[config.mk]
export PLATFORM = sky130hd
export DESIGN_NAME = rv_iommu_ls_arb
export DESIGN_NICKNAME = d
export VERILOG_FILES = /design/src/rtl/rv_iommu_ls_arb.sv
export SDC_FILE = /design/constraint.sdc
export NUM_CORES = 1
export LEC_CHECK = 0
export CAP_MARGIN = 0
export CORE_AREA = 5 5 526 528
export DETAILED_ROUTE_END_ITERATION = 16
export DIE_AREA = 0 0 531 533
export GPL_ROUTABILITY_DRIVEN = 0
export GPL_TIMING_DRIVEN = 0
export SETUP_SLACK_MARGIN = 0.2
export SYNTH_ARGS = -nofsm -noshare
export SYNTH_HDL_FRONTEND = slang
export SYNTH_SLANG_ARGS = --single-unit
[constraint.sdc]
create_clock -name clk -period 2.85 [get_ports clk]
set_input_delay 0.285 -clock clk [delete_from_list [all_inputs] [get_ports clk]]
set_output_delay 0.285 -clock clk [all_outputs]
set_load 0.05 [all_outputs]
[src/rtl/rv_iommu_ls_arb.sv]
// rv_iommu_ls_arb
// Shares one memory load/store port among NREQ requesters (index 0 = walker).
// Round-robin grant into a single output register. Load/AMO requests are
// remapped onto an outstanding-table ID. Returns are steered back to the
// issuing requester by table lookup.
//
// Ports:
//   clk, rst                 clock, synchronous active-high reset
//   s_ls_*                   packed per-requester request channel (irdy/trdy)
//   s_ld_*                   return channel: data/fault/poison/tag broadcast,
//                            irdy one-hot by requester
//   m_ls_*                   downstream request channel (registered)
//   m_ld_*                   downstream return channel
//   busy_o                   any table entry valid or output register full
//   bad_tag_o                sticky: return seen on an unallocated ID
//
// Optional feature macro: RV_IOMMU_LS_ARB_WALKER_PRIO_EN
//   defined   -> an eligible walker (requester 0) beats round-robin order,
//                and walker grants leave the round-robin pointer unchanged.
//   undefined -> pure round-robin.
module rv_iommu_ls_arb #(
    parameter int NREQ    = 4,
    parameter int TAG_W   = 3,
    parameter int MAX_OUT = 8,
    parameter int ID_W    = $clog2(MAX_OUT)
) (
    input  logic                  clk,
    input  logic                  rst,
    input  logic [NREQ*46-1:0]    s_ls_addr_i,
    input  logic [NREQ*2-1:0]     s_ls_op_i,
    input  logic [NREQ*TAG_W-1:0] s_ls_tag_i,
    input  logic [NREQ*7-1:0]     s_ls_size_i,
    input  logic [NREQ-1:0]       s_ls_req_irdy_i,
    output logic [NREQ-1:0]       s_ls_req_trdy_o,
    output logic [511:0]          s_ld_data_o,
    output logic                  s_ld_acc_fault_o,
    output logic                  s_ld_poison_o,
    output logic [TAG_W-1:0]      s_ld_tag_o,
    output logic [NREQ-1:0]       s_ld_data_irdy_o,
    input  logic [NREQ-1:0]       s_ld_data_trdy_i,
    output logic [45:0]           m_ls_addr_o,
    output logic [1:0]            m_ls_op_o,
    output logic [ID_W-1:0]       m_ls_tag_o,
    output logic [6:0]            m_ls_size_o,
    output logic                  m_ls_req_irdy_o,
    input  logic                  m_ls_req_trdy_i,
    input  logic [511:0]          m_ld_data_i,
    input  logic                  m_ld_acc_fault_i,
    input  logic                  m_ld_poison_i,
    input  logic [ID_W-1:0]       m_ld_tag_i,
    input  logic                  m_ld_data_irdy_i,
    output logic                  m_ld_data_trdy_o,
    output logic                  busy_o,
    output logic                  bad_tag_o
);

    localparam int SRC_W = (NREQ > 1) ? $clog2(NREQ) : 1;
    localparam logic [SRC_W:0] NREQ_V = (SRC_W+1)'(NREQ);
    localparam logic [1:0] OP_STORE = 2'd1;
    localparam logic [1:0] OP_RSVD  = 2'd3;

    logic [45:0]      req_addr [NREQ];
    logic [1:0]       req_op   [NREQ];
    logic [TAG_W-1:0] req_tag  [NREQ];
    logic [6:0]       req_size [NREQ];

    logic [MAX_OUT-1:0] ent_valid;
    logic [SRC_W-1:0]   ent_src [MAX_OUT];
    logic [TAG_W-1:0]   ent_tag [MAX_OUT];

    logic [SRC_W-1:0] rr;
    logic             or_valid;

    logic [NREQ-1:0]  elig;
    logic             free_any;
    logic             grant_found;
    logic             prio_grant;
    logic [SRC_W-1:0] grant_idx;
    logic [SRC_W:0]   cand;
    logic             or_can_load;
    logic             req_fire;
    logic             g_alloc;
    logic [ID_W-1:0]  alloc_idx;

    logic             e_valid;
    logic [SRC_W-1:0] e_src;
    logic             ret_fire;

    always_comb begin
        for (int r = 0; r < NREQ; r++) begin
            req_addr[r] = s_ls_addr_i[r*46 +: 46];
            req_op[r]   = s_ls_op_i[r*2 +: 2];
            req_tag[r]  = s_ls_tag_i[r*TAG_W +: TAG_W];
            req_size[r] = s_ls_size_i[r*7 +: 7];
        end
    end

    // Eligibility uses the registered valid vector, so an entry freed this
    // cycle is only reusable from the next cycle on.
    assign free_any = ~&ent_valid;

    always_comb begin
        for (int r = 0; r < NREQ; r++) begin
            elig[r] = s_ls_req_irdy_i[r] && (req_op[r] != OP_RSVD) &&
                      ((req_op[r] == OP_STORE) || free_any);
        end
    end

    always_comb begin
        grant_found = 1'b0;
        prio_grant  = 1'b0;
        grant_idx   = rr;
        cand        = '0;
        for (int k = 1; k <= NREQ; k++) begin
            cand = {1'b0, rr} + (SRC_W+1)'(k);
            if (cand >= NREQ_V) cand = cand - NREQ_V;
            if (!grant_found && elig[cand[SRC_W-1:0]]) begin
                grant_found = 1'b1;
                grant_idx   = cand[SRC_W-1:0];
            end
        end
`ifdef RV_IOMMU_LS_ARB_WALKER_PRIO_EN
        if (elig[0]) begin
            grant_found = 1'b1;
            grant_idx   = '0;
            prio_grant  = 1'b1;
        end
`endif
    end

    always_comb begin
        alloc_idx = '0;
        for (int i = MAX_OUT-1; i >= 0; i--) begin
            if (!ent_valid[i]) alloc_idx = ID_W'(i);
        end
    end

    assign or_can_load     = !or_valid || m_ls_req_trdy_i;
    assign req_fire        = grant_found && or_can_load && !rst;
    assign s_ls_req_trdy_o = req_fire ? (NREQ'(1) << grant_idx) : '0;
    assign g_alloc         = req_op[grant_idx] != OP_STORE;

    assign m_ls_req_irdy_o = or_valid;
    assign busy_o          = (|ent_valid) || or_valid;

    // Return path: combinational lookup on the returned ID.
    assign e_valid          = ent_valid[m_ld_tag_i];
    assign e_src            = ent_src[m_ld_tag_i];
    assign s_ld_data_o      = m_ld_data_i;
    assign s_ld_acc_fault_o = m_ld_acc_fault_i;
    assign s_ld_poison_o    = m_ld_poison_i;
    assign s_ld_tag_o       = e_valid ? ent_tag[m_ld_tag_i] : '0;
    assign s_ld_data_irdy_o = (!rst && e_valid && m_ld_data_irdy_i) ? (NREQ'(1) << e_src) : '0;
    // Unknown IDs are always accepted so a stray return can never wedge the port.
    assign m_ld_data_trdy_o = rst ? 1'b0 : (e_valid ? s_ld_data_trdy_i[e_src] : 1'b1);
    assign ret_fire         = m_ld_data_irdy_i && m_ld_data_trdy_o;

    always_ff @(posedge clk) begin
        if (rst) begin
            or_valid    <= 1'b0;
            m_ls_addr_o <= '0;
            m_ls_op_o   <= '0;
            m_ls_tag_o  <= '0;
            m_ls_size_o <= '0;
            rr          <= SRC_W'(NREQ-1);
            ent_valid   <= '0;
            bad_tag_o   <= 1'b0;
            for (int i = 0; i < MAX_OUT; i++) begin
                ent_src[i] <= '0;
                ent_tag[i] <= '0;
            end
        end else begin
            if (or_can_load) begin
                or_valid <= req_fire;
                if (req_fire) begin
                    m_ls_addr_o <= req_addr[grant_idx];
                    m_ls_op_o   <= req_op[grant_idx];
                    m_ls_size_o <= req_size[grant_idx];
                    m_ls_tag_o  <= g_alloc ? alloc_idx : '0;
                end
            end
            if (req_fire && !prio_grant) rr <= grant_idx;

            // Free and allocate never collide: allocation only uses entries
            // that were already free in the registered state.
            if (ret_fire && e_valid) ent_valid[m_ld_tag_i] <= 1'b0;
            if (req_fire && g_alloc) begin
                ent_valid[alloc_idx] <= 1'b1;
                ent_src[alloc_idx]   <= grant_idx;
                ent_tag[alloc_idx]   <= req_tag[grant_idx];
            end

            if (m_ld_data_irdy_i && !e_valid) bad_tag_o <= 1'b1;
        end
    end

endmodule

==> impl_metrics.csv, run 1 <==
group,metric,value,unit
outcome,status,"finished, violations left",
outcome,violations,"negative setup slack",
clock_network,cts_num_sinks,110,
routing,first_iter_violations,543,
setup_path,critPathKind,"reg -> out",
timing,finalMaxSlewViolations,0,
logic_synthesis,synth_ff_type,"dfxtp_1",
floorplanning,fp.dieH,533,um
floorplanning,core,271900,um2
placed_design,io_buffer_count,832,
final_layout,syn_to_final_growth,142.6,%
final_layout,multi_input_area,4070,um2
timing,fmax,0.3360,GHz
final_layout,seq_area,2630,um2
routing,routed-via-count,13420,
timing,hold_viol_final,0,
global_route,grt_pass1_wl,225200,um
timing,post-route-min-period,2.976,ns
logic_synthesis,synth_fp_nets,2049,
timing,finClkSkew,0.02143,ns
timing,tightest_slew,1.297,ns
floorplanning,start_util,0.03812,
timing,final.setup.worst_slack,-0.1259,ns
floorplanning,rows,192,
pwr,clkPwrFrac,0.131,
setup_path,end_kind,"output pin",
clock_network,htreeDepth,3,
setup_path,worst-r2r-cell-count,13,
setup_path,cp_cell_sequence,"buf_6 > nand4_4 > buf_6 > o311ai_4 > buf_4 > o21ai_4 > a21o_4 > nand2b_4 > buf_6 > buf_12 > nor2_4 > buf_12",
logic_synthesis,synth_warnings,0,
setup_path,cp_common_cell,"buf_6",
clock_network,root_buffer,"clkbuf_16",
global_route,grt_usage,0.1356,
logic_synthesis,syn-cell-area,10370,um2
flow_run,cap_violations,0,
worst_hold_path,min_path_type,"in -> reg",
setup_path,worst-path-max-fanout,4,
setup_path,arrival,2.69,ns
logic_synthesis,synth_edf_count,40,
placed_design,place_hpwl,193100,um
worst_hold_path,hold_path_end,"ent_valid[3]$_SDFF_PP0_",
setup_path,crit_path_top_delay_cell,"dfxtp_2",
pwr,vdd_drop_max,648.8,uV
routing,vias_per_cell,2.307,
logic_synthesis,ys_seq_area_frac,0.2510,
global_route,grt_start_max_net_pins,24,
pwr,p_leak,9.428,nW
timing,rsz0062_at_grt,"true",
final_layout,nFillCells,31680,
routing,post-route-drc-count,0,
pwr,switching_share,0.5322,
final_layout,drive_gt1_frac,0.3622,
setup_path,rrSetupSlack,-0.08,ns
clock_network,clk_path_buf_depth,2,
pwr,comb_power_share,0.687,
setup_path,r2r-start,"ent_valid[0]$_SDFF_PP0_",
clock_network,path_clk_slew,0.10,ns
pwr,sequentialPowerShare,0.183,
worst_hold_path,worstHoldStart,"m_ld_tag_i[2]",
global_route,overflow,0,
timing,slew_headroom,0.1326,
final_layout,final_cell_mix,"clkdlybuf4s50_1 (814), buf_4 (565), nand2_1 (230), a21oi_1 (104), dfxtp_1 (62)",
logic_synthesis,synth_cell_type_count,63,
pwr,intPower,5.135,mW
setup_path,cp-start-kind,"register",
floorplanning,die_width,531,um
setup_path,cp_top_family,"buffers and inverters",
timing,finalSetupTns,-2.160,ns
setup_path,crit_required,2.57,ns
logic_synthesis,synth_cells,1288,
routing,drtPass1Iterations,5,
routing,wirelength,203100,um
clock_network,numCtsBuffers,9,
floorplanning,dieArea,283000,um2
worst_hold_path,min_path_cells,5,
logic_synthesis,synthesis.area_per_instance,8.049,um2
final_layout,nets,2962,
routing,routedWlPerCell,34.91,um
floorplanning,top_level_ports,1348,
global_route,antenna_found_initial,187,
clock_network,cts_tree,"done",
global_route,grt_pass1_vias,13280,
clock_network,worst_skew_pair.late_latency,0.42,ns
clock_network,ctsHoldBuffers,0,
routing,ant_nets,0,
timing,setup_viol,54,
pwr,powerDensity,436.3,nW/um2
logic_synthesis,async_flop_share,0,
final_layout,mostFrequentLayoutCell,"clkdlybuf4s50_1",
pwr,power,10.98,mW
timing,finalCritPeriodShare,1.044,
setup_path,cpPeakStageDelay,0.33,ns
setup_path,crit_buf_inv,6,
pwr,p_sw,5.841,mW
setup_path,rr_endpoint,"ent_src[4][0]$_SDFFCE_PN0P_",
logic_synthesis,synth-seq-cells,110,
-- layout make-up --
cell class                 instances  share of cell area
multi-input combinational        591              0.1618
inverter                          11            0.001691
buffer                           576              0.1802
timing repair buffer             902              0.3586
clock buffer                       9            0.008953
antenna                           23            0.002288
clock inverter                     7            0.003432
sequential                       110              0.1045
tap                             3589              0.1785
-- tightest hold or removal path, stage by stage --
cell and delay (ns):
buf_2 0.20, nor2b_1 0.11, nand2_1 0.07, o211ai_1 0.09
o21ai_2 0.06
-- metrics by stage --
step	instances	utilization	hold WS [ns]	instance area, um2	setup WS [ns]
2_1_floorplan	1288	-	0.4257	10390	0.1766
3_3_place_gp	5709	0.08535	0.4389	23210	-3.140
3_5_place_dp	5711	0.08547	0.4449	23240	-1.977
4_1_cts	5781	0.09055	0.4193	24620	-0.08476
5_1_grt	5812	0.09245	0.4682	25140	-0.2093
6_report	5818	0.09251	0.4457	25160	-0.1259
-- logic make-up after synthesis --
group                  Yosys count  synth area share
DFF                            110            0.2510
buffers and inverters          587            0.4079
and+or+nand+nor                335            0.1505
muxes                           30           0.03717
AOI/OAI and AO/OA              226            0.1534
-- cells in the mapped netlist, types with 9 or more instances --
master / count / area share
a211o_1: 54 / 0.046
a21oi_1: 114 / 0.055
buf_2: 35 / 0.017
buf_4: 519 / 0.38
clkbuf_1: 15 / 0.0054
dfxtp_1: 70 / 0.14
edfxtp_1: 40 / 0.12
inv_1: 10 / 0.0036
mux2i_1: 18 / 0.017
nand2_1: 239 / 0.087
nand3_1: 9 / 0.0043
nor2_1: 22 / 0.0080
nor3_2: 24 / 0.023
o21ai_0: 9 / 0.0043
-- power groups by stage --
stage	clock network (mW)	registers [mW]	logic, mW
finish	1.43	2.01	7.54
global route	1.49	2.03	7.86
CTS	1.46	2.01	7.42
detailed placement	0	2.04	6.93
global placement	0	2.03	6.93
floorplan	0	2.66	3.04
-- how the worst max path moves through the flow --
stage	from	cells past startpoint	slack (ns)	endpoint
2_1_floorplan	ent_valid[1]$_SDFF_PP0_	8	0.18	s_ls_req_trdy_o[1]
3_3_place_gp	m_ld_tag_i[1]	9	-3.14	m_ld_data_trdy_o
3_5_place_dp	m_ld_tag_i[0]	9	-1.98	m_ld_data_trdy_o
4_1_cts	ent_valid[0]$_SDFF_PP0_	10	-0.08	s_ls_req_trdy_o[2]
5_1_grt	ent_valid[0]$_SDFF_PP0_	11	-0.21	s_ls_req_trdy_o[2]
6_report	ent_valid[0]$_SDFF_PP0_	12	-0.13	s_ls_req_trdy_o[2]
-- layer usage --
| metal | vias to the layer above | part of all wire | global-route usage |
|---|---|---|---|
| li1 | 5641 | - | - |
| met1 | 6016 | 0.37 | 0.1449 |
| met2 | 1359 | 0.41 | 0.2057 |
| met3 | 390 | 0.18 | 0.1080 |
| met4 | 16 | 0.036 | 0.03252 |
| met5 | - | 0.0033 | 0.01485 |
-- registers in the layout, indices dropped and copies added (netlist names) --
name and cells:
bad_tag_o 1, ent_src 16, ent_tag 24, ent_valid 8, m_ls_addr_o 46, m_ls_op_o 2, m_ls_req_irdy_o 1, m_ls_size_o 7
m_ls_tag_o 3, rr 2
-- timing repair --
item / CTS / global route
cloned: 0 / 0
pin swaps: 27 / 28
resized for setup: 240 / 105
setup endpoints to repair: 160 / 157
endpoints found under the hold margin: 0 / 0
setup buffers: 54 / 14
(Power assumes the default switching activity.)
==> inputs of run 2 (changes only) <==
--- a/config.mk
+++ b/config.mk
@@ -6,9 +6,9 @@
 export NUM_CORES = 1
 export LEC_CHECK = 0
 export CAP_MARGIN = 0
-export CORE_AREA = 5 5 526 528
+export CORE_AREA = 5 5 521 523
 export DETAILED_ROUTE_END_ITERATION = 16
-export DIE_AREA = 0 0 531 533
+export DIE_AREA = 0 0 526 528
 export GPL_ROUTABILITY_DRIVEN = 0
 export GPL_TIMING_DRIVEN = 0
 export SETUP_SLACK_MARGIN = 0.2
==> constraint.sdc (replaced) <==
create_clock -name clk -period 3.1 [get_ports clk]
set_input_delay 0.31 -clock clk [delete_from_list [all_inputs] [get_ports clk]]
set_output_delay 0.31 -clock clk [all_outputs]
set_load 0.05 [all_outputs]
==> run 2 against run 1 <==
Effect of this change: via count grew 0.14%; largest cell class unchanged; critical endpoint is now m_ld_data_trdy_o; sequential power shrank 8%; non-clock buffer count shrank 15; worst hold slack gained 0.0021 ns; the flow now finishes without violations; highest routed layer unchanged; worst setup slack gained 0.25 ns.
==> impl_metrics.csv, run 2 (same netlist as run 1, synthesis figures left out) <==
group,metric,value,unit
outcome,status,"finished, final reports clean",
final_layout,syn_to_final_growth,135.6,%
floorplanning,fp.dieH,528,um
pwr,sequentialPowerShare,0.189,
floorplanning,rows,190,
setup_path,worst-path-max-fanout,3,
timing,slew_headroom,0.2119,
floorplanning,die_width,526,um
routing,drtPass1Iterations,5,
final_layout,nets,2947,
global_route,grt_start_max_net_pins,22,
routing,routed-via-count,13440,
setup_path,cp-start-kind,"register",
placed_design,io_buffer_count,832,
final_layout,postLayoutCoreUtil,0.09164,
timing,fmax,0.3361,GHz
clock_network,clk_path_buf_depth,2,
setup_path,critPathKind,"reg -> out",
timing,rsz0062_at_grt,"true",
final_layout,nFillCells,30930,
pwr,comb_power_share,0.679,
clock_network,cts_num_sinks,110,
timing,finalMaxSlewViolations,0,
pwr,clkPwrFrac,0.132,
clock_network,path_clk_slew,0.10,ns
global_route,grt_pass1_vias,12910,
timing,post-route-min-period,2.975,ns
pwr,p_sw,5.199,mW
pwr,vdd_drop_max,369.9,uV
floorplanning,top_level_ports,1348,
setup_path,arrival,2.67,ns
floorplanning,start_util,0.03890,
routing,vias_per_cell,2.334,
final_layout,largestRegisters,"m_ls_addr_o x46, ent_tag x24, ent_src x16",
worst_hold_path,min_path_type,"in -> reg",
global_route,antenna_found_initial,188,
flow_run,cap_violations,0,
setup_path,worst-r2r-cell-count,11,
timing,hold_viol_final,0,
pwr,intPower,4.514,mW
final_layout,layout.cells.non_filler,5760,
setup_path,rr_endpoint,"ent_tag[1][1]$_SDFFCE_PN0P_",
floorplanning,dieArea,277700,um2
timing,finalSetupTns,0,ns
routing,first_iter_violations,555,
global_route,grt_pass1_wl,225300,um
pwr,powerDensity,397.7,nW/um2
global_route,overflow,0,
final_layout,largest_register_ffs,46,
pwr,p_leak,9.166,nW
setup_path,r2r-start,"ent_valid[0]$_SDFF_PP0_",
placed_design,place_inst,5674,
pwr,switching_share,0.5353,
setup_path,crit_path_start,"ent_src[7][1]$_SDFFCE_PN0P_",
routing,ant_nets,0,
floorplanning,core,266500,um2
routing,wirelength,201300,um
clock_network,root_buffer,"clkbuf_16",
routing,post-route-drc-count,0,
final_layout,top_register,"m_ls_addr_o",
clock_network,worst_skew_pair.late_latency,0.41,ns
setup_path,end_kind,"output pin",
global_route,grt_usage,0.1375,
final_layout,mostFrequentLayoutCell,"clkdlybuf4s50_1",
final_layout,final_cell_mix,"clkdlybuf4s50_1 (817), buf_4 (562), nand2_1 (236), a21oi_1 (112), dfxtp_1 (62)",
routing,routedWlPerCell,34.94,um
placed_design,place_hpwl,192300,um
setup_path,crit_required,2.79,ns
clock_network,cts_tree,"done",
clock_network,numCtsBuffers,9,
timing,finClkSkew,0.02092,ns
final_layout,drive_gt1_frac,0.3382,
timing,setup_viol,0,
timing,finalCritPeriodShare,0.9598,
setup_path,critical_path.endpoint,"m_ld_data_trdy_o",
clock_network,htreeDepth,3,
setup_path,rrSetupSlack,0.25,ns
timing,tightest_slew,1.178,ns
run 2: repair_timing:
| action | in CTS | in global routing |
|---|---|---|
| resized for setup | 156 | 41 |
| endpoints found under the setup margin | 145 | 80 |
| cloned | 0 | 1 |
| hold buffers | 0 | 0 |
| pin swaps | 17 | 10 |
| setup buffers | 32 | 20 |
run 2: final cells by class:
cell class                      instances  area, um2  area share
Sequential cell                       110       2630      0.1077
Multi-Input combinational cell        591       3777      0.1547
Timing Repair Buffer                  887       8812      0.3608
Buffer                                576       4369      0.1789
Tap cell                             3552       4444      0.1820
Antenna cell                           17      42.54    0.001742
Clock buffer                            9      225.2    0.009222
Clock inverter                          7      77.57    0.003177
Inverter                               11      42.54    0.001742
run 2: worst max-delay path, stage by stage, from the launching register on:
cell and delay, ns:
edfxtp_1 0.40, mux4_2 0.53, mux2i_4 0.18, buf_12 0.17
mux2i_1 0.34, mux2i_4 0.19, nor2_1 0.12, nor2_1 0.06
buf_4 0.24
run 2: worst min-delay path by stage:
| stage | from | to | slack, ns | cells past startpoint |
|---|---|---|---|---|
| 6_report | m_ld_tag_i[2] | ent_valid[3]$_SDFF_PP0_ | 0.45 | 5 |
| 5_1_grt | m_ls_addr_o[11]$_SDFFE_PP0P_ | m_ls_addr_o[11]$_SDFFE_PP0P_ | 0.49 | 1 |
| 4_1_cts | m_ld_tag_i[2] | ent_valid[3]$_SDFF_PP0_ | 0.41 | 5 |
| 3_5_place_dp | m_ls_tag_o[0]$_SDFFE_PP0P_ | m_ls_tag_o[0]$_SDFFE_PP0P_ | 0.44 | 2 |
| 3_3_place_gp | m_ls_tag_o[0]$_SDFFE_PP0P_ | m_ls_tag_o[0]$_SDFFE_PP0P_ | 0.44 | 2 |
| 2_1_floorplan | m_ld_data_irdy_i | bad_tag_o$_SDFFE_PP0P_ | 0.45 | 2 |
run 2: power by group through the flow:
stage | Combinational [mW] | Sequential (mW) | Clock (mW)
after CTS | 6.58 | 1.84 | 1.33
final | 6.59 | 1.84 | 1.28
after floorplan | 2.79 | 2.45 | 0
after global placement | 6.34 | 1.86 | 0
after global routing | 6.88 | 1.86 | 1.35
after detailed placement | 6.34 | 1.87 | 0
run 2: metrics by stage:
step	hold WS, ns	cell area, um2	setup WS, ns	total power [mW]
CTS	0.4140	24090	0.1216	9.747
global placement	0.4356	23140	-3.442	8.203
global route	0.4858	24410	0.07101	10.09
floorplan	0.4507	10370	0.1944	5.238
finish	0.4478	24420	0.1247	9.713
detailed placement	0.4412	23200	-1.819	8.213
run 2: per-layer routing:
metal / track usage / routed length, um / up-vias
li1: - / - / 5610
met1: 0.1467 / 73430 / 5998
met2: 0.2088 / 83200 / 1405
met3: 0.1144 / 37690 / 402
met4: 0.02656 / 6168 / 26
met5: 0.009524 / 786 / -
==> inputs of run 3 (changes only) <==
--- a/config.mk
+++ b/config.mk
@@ -6,9 +6,9 @@
 export NUM_CORES = 1
 export LEC_CHECK = 0
 export CAP_MARGIN = 0
-export CORE_AREA = 5 5 521 523
+export CORE_AREA = 5 5 526 528
 export DETAILED_ROUTE_END_ITERATION = 16
-export DIE_AREA = 0 0 526 528
+export DIE_AREA = 0 0 531 533
 export GPL_ROUTABILITY_DRIVEN = 0
 export GPL_TIMING_DRIVEN = 0
 export SETUP_SLACK_MARGIN = 0.2
==> constraint.sdc (replaced) <==
create_clock -name clk -period 2.4 [get_ports clk]
set_input_delay 0.24 -clock clk [delete_from_list [all_inputs] [get_ports clk]]
set_output_delay 0.24 -clock clk [all_outputs]
set_load 0.05 [all_outputs]
==> run 3 against run 2 <==
Effect of this change: the flow now finishes with violations (negative setup slack); core utilization is 0.62 points higher; first-iteration DRC count grew 17%; clock skew rose by 0.010 ns; non-clock buffer count rose by 84; largest power group unchanged; highest routed layer unchanged.
==> impl_metrics.csv, run 3 (same netlist as run 1, synthesis figures left out) <==
group,metric,value,unit
setup_path,crit_required,2.16,ns
timing,finalMaxSlewViolations,0,
pwr,vdd_drop_max,801.3,uV
timing,slew_headroom,0.1503,
final_layout,mostFrequentLayoutCell,"clkdlybuf4s50_1",
floorplanning,die_width,531,um
clock_network,numCtsBuffers,9,
setup_path,cpPeakStageDelay,0.56,ns
flow_run,cap_violations,0,
final_layout,largest_register_ffs,46,
final_layout,syn_to_final_growth,156.7,%
placed_design,dpl_worst_slack,-3.832,ns
placed_design,place_hpwl,184600,um
setup_path,worst-r2r-cell-count,12,
routing,routed-via-count,13840,
final_layout,postLayoutCellArea,26620,um2
routing,vias_per_cell,2.354,
floorplanning,start_util,0.03812,
global_route,grt_usage,0.1319,
final_layout,top_register,"m_ls_addr_o",
clock_network,cts_num_sinks,110,
routing,routedWlPerCell,33.65,um
routing,first_iter_violations,647,
timing,final.setup.worst_slack,-0.7634,ns
floorplanning,top_level_ports,1348,
setup_path,crit_path_top_delay_cell,"mux4_2",
setup_path,critPathKind,"reg -> out",
clock_network,cts_tree,"done",
global_route,grt_start_max_net_pins,24,
setup_path,rr_endpoint,"ent_valid[5]$_SDFF_PP0_",
timing,rsz0062_at_grt,"true",
placed_design,postPlaceCellArea,23450,um2
setup_path,critical_path.endpoint,"m_ld_data_trdy_o",
final_layout,nFillCells,31470,
outcome,status,"finished, violations left",
setup_path,arrival,2.92,ns
clock_network,htreeDepth,3,
final_layout,drive_gt1_frac,0.4035,
pwr,p_leak,10.11,nW
timing,tightest_slew,1.275,ns
final_layout,largestRegisters,"m_ls_addr_o x46, ent_tag x24, ent_src x16",
floorplanning,dieArea,283000,um2
global_route,grt_pass1_vias,13570,
setup_path,cp-start-kind,"register",
routing,drtPass1Iterations,5,
clock_network,path_clk_slew,0.10,ns
routing,wirelength,197900,um
global_route,overflow,0,
timing,setup_viol,158,
timing,fmax,0.3161,GHz
setup_path,rrSetupSlack,-0.59,ns
global_route,antenna_found_initial,160,
timing,post-route-min-period,3.163,ns
timing,hold_viol_final,0,
floorplanning,rows,192,
timing,finalSetupTns,-75.20,ns
routing,post-route-drc-count,0,
setup_path,cp_cell_sequence,"mux4_2 > mux2i_4 > buf_12 > mux2i_4 > mux2i_2 > buf_6 > nor2_4 > nor2_4 > buf_12",
floorplanning,fp.dieH,533,um
worst_hold_path,min_path_type,"in -> reg",
timing,finalCritPeriodShare,1.318,
placed_design,io_buffer_count,832,
final_layout,nets,3031,
setup_path,r2r-start,"ent_src[7][1]$_SDFFCE_PN0P_",
global_route,grt_pass1_wl,220400,um
setup_path,worst-path-max-fanout,3,
floorplanning,core,271900,um2
routing,ant_nets,0,
timing,finClkSkew,0.03108,ns
pwr,powerDensity,517.7,nW/um2
clock_network,worst_skew_pair.late_latency,0.45,ns
setup_path,end_kind,"output pin",
setup_path,crit_path_start,"ent_src[7][1]$_SDFFCE_PN0P_",
final_layout,final_cell_mix,"clkdlybuf4s50_1 (796), buf_4 (559), nand2_1 (231), buf_6 (81)",
pwr,power,13.78,mW
clock_network,root_buffer,"clkbuf_16",
outcome,violations,"negative setup slack",
clock_network,clk_path_buf_depth,2,
run 3: cell type report:
| class | instances | area, um2 | share of cell area |
|---|---|---|---|
| Clock inverter | 7 | 88.84 | 0.003337 |
| Sequential cell | 110 | 2630 | 0.09881 |
| Multi-Input combinational cell | 591 | 4359 | 0.1638 |
| Buffer | 576 | 4648 | 0.1746 |
| Clock buffer | 9 | 225.2 | 0.008461 |
| Antenna cell | 16 | 40.04 | 0.001504 |
| Timing Repair Buffer | 971 | 10090 | 0.3791 |
| Tap cell | 3589 | 4491 | 0.1687 |
| Inverter | 11 | 46.29 | 0.001739 |
run 3: timing repair:
action / in CTS / in global routing
hold endpoints to repair: 0 / 0
gates cloned: 6 / 1
gates resized for setup: 415 / 66
hold buffers: 0 / 0
pin swaps: 56 / 30
setup buffers: 113 / 19
endpoints found under the setup margin: 182 / 161
run 3: worst min path at each step:
stage,end,from,slack [ns],depth (start not counted)
after detailed placement,m_ls_tag_o[0]$_SDFFE_PP0P_,m_ls_tag_o[0]$_SDFFE_PP0P_,0.44,2
final,ent_valid[3]$_SDFF_PP0_,m_ld_tag_i[2],0.40,5
after floorplan,bad_tag_o$_SDFFE_PP0P_,m_ld_data_irdy_i,0.38,2
after global placement,m_ls_tag_o[0]$_SDFFE_PP0P_,m_ls_tag_o[0]$_SDFFE_PP0P_,0.44,2
after CTS,ent_valid[3]$_SDFF_PP0_,m_ld_tag_i[2],0.30,5
after global routing,ent_valid[3]$_SDFF_PP0_,m_ld_tag_i[2],0.41,5
run 3: where the power goes:
part	switching [mW]	internal (mW)
Combinational	6.14	3.52
Clock	1.00	0.759
Sequential	0.153	2.21
run 3: through the flow:
step                      hold WS, ns  instances     util
final                          0.3999       5880  0.09788
after global routing           0.4115       5878  0.09786
after CTS                      0.3011       5844  0.09603
after detailed placement       0.4448       5709  0.08623
after global placement         0.4378       5709  0.08621
after floorplan                0.3807       1288        -
run 3: per-layer routing:
layer	share of wire	track usage	vias to the layer above	wire, um
met2	0.44	0.2119	1351	87650
met3	0.17	0.09864	345	34450
li1	-	-	5773	-
met1	0.36	0.1371	6356	70260
met5	0.0012	0.003207	-	239
met4	0.027	0.02940	18	5283
run 3: worst max-delay path, delay by kind of cell (launching register included):
family,cells,cell delay [ns]
multiplexers,4,1.31
buffers and inverters,3,0.51
flip-flops,1,0.41
AND/OR/NAND/NOR,2,0.16
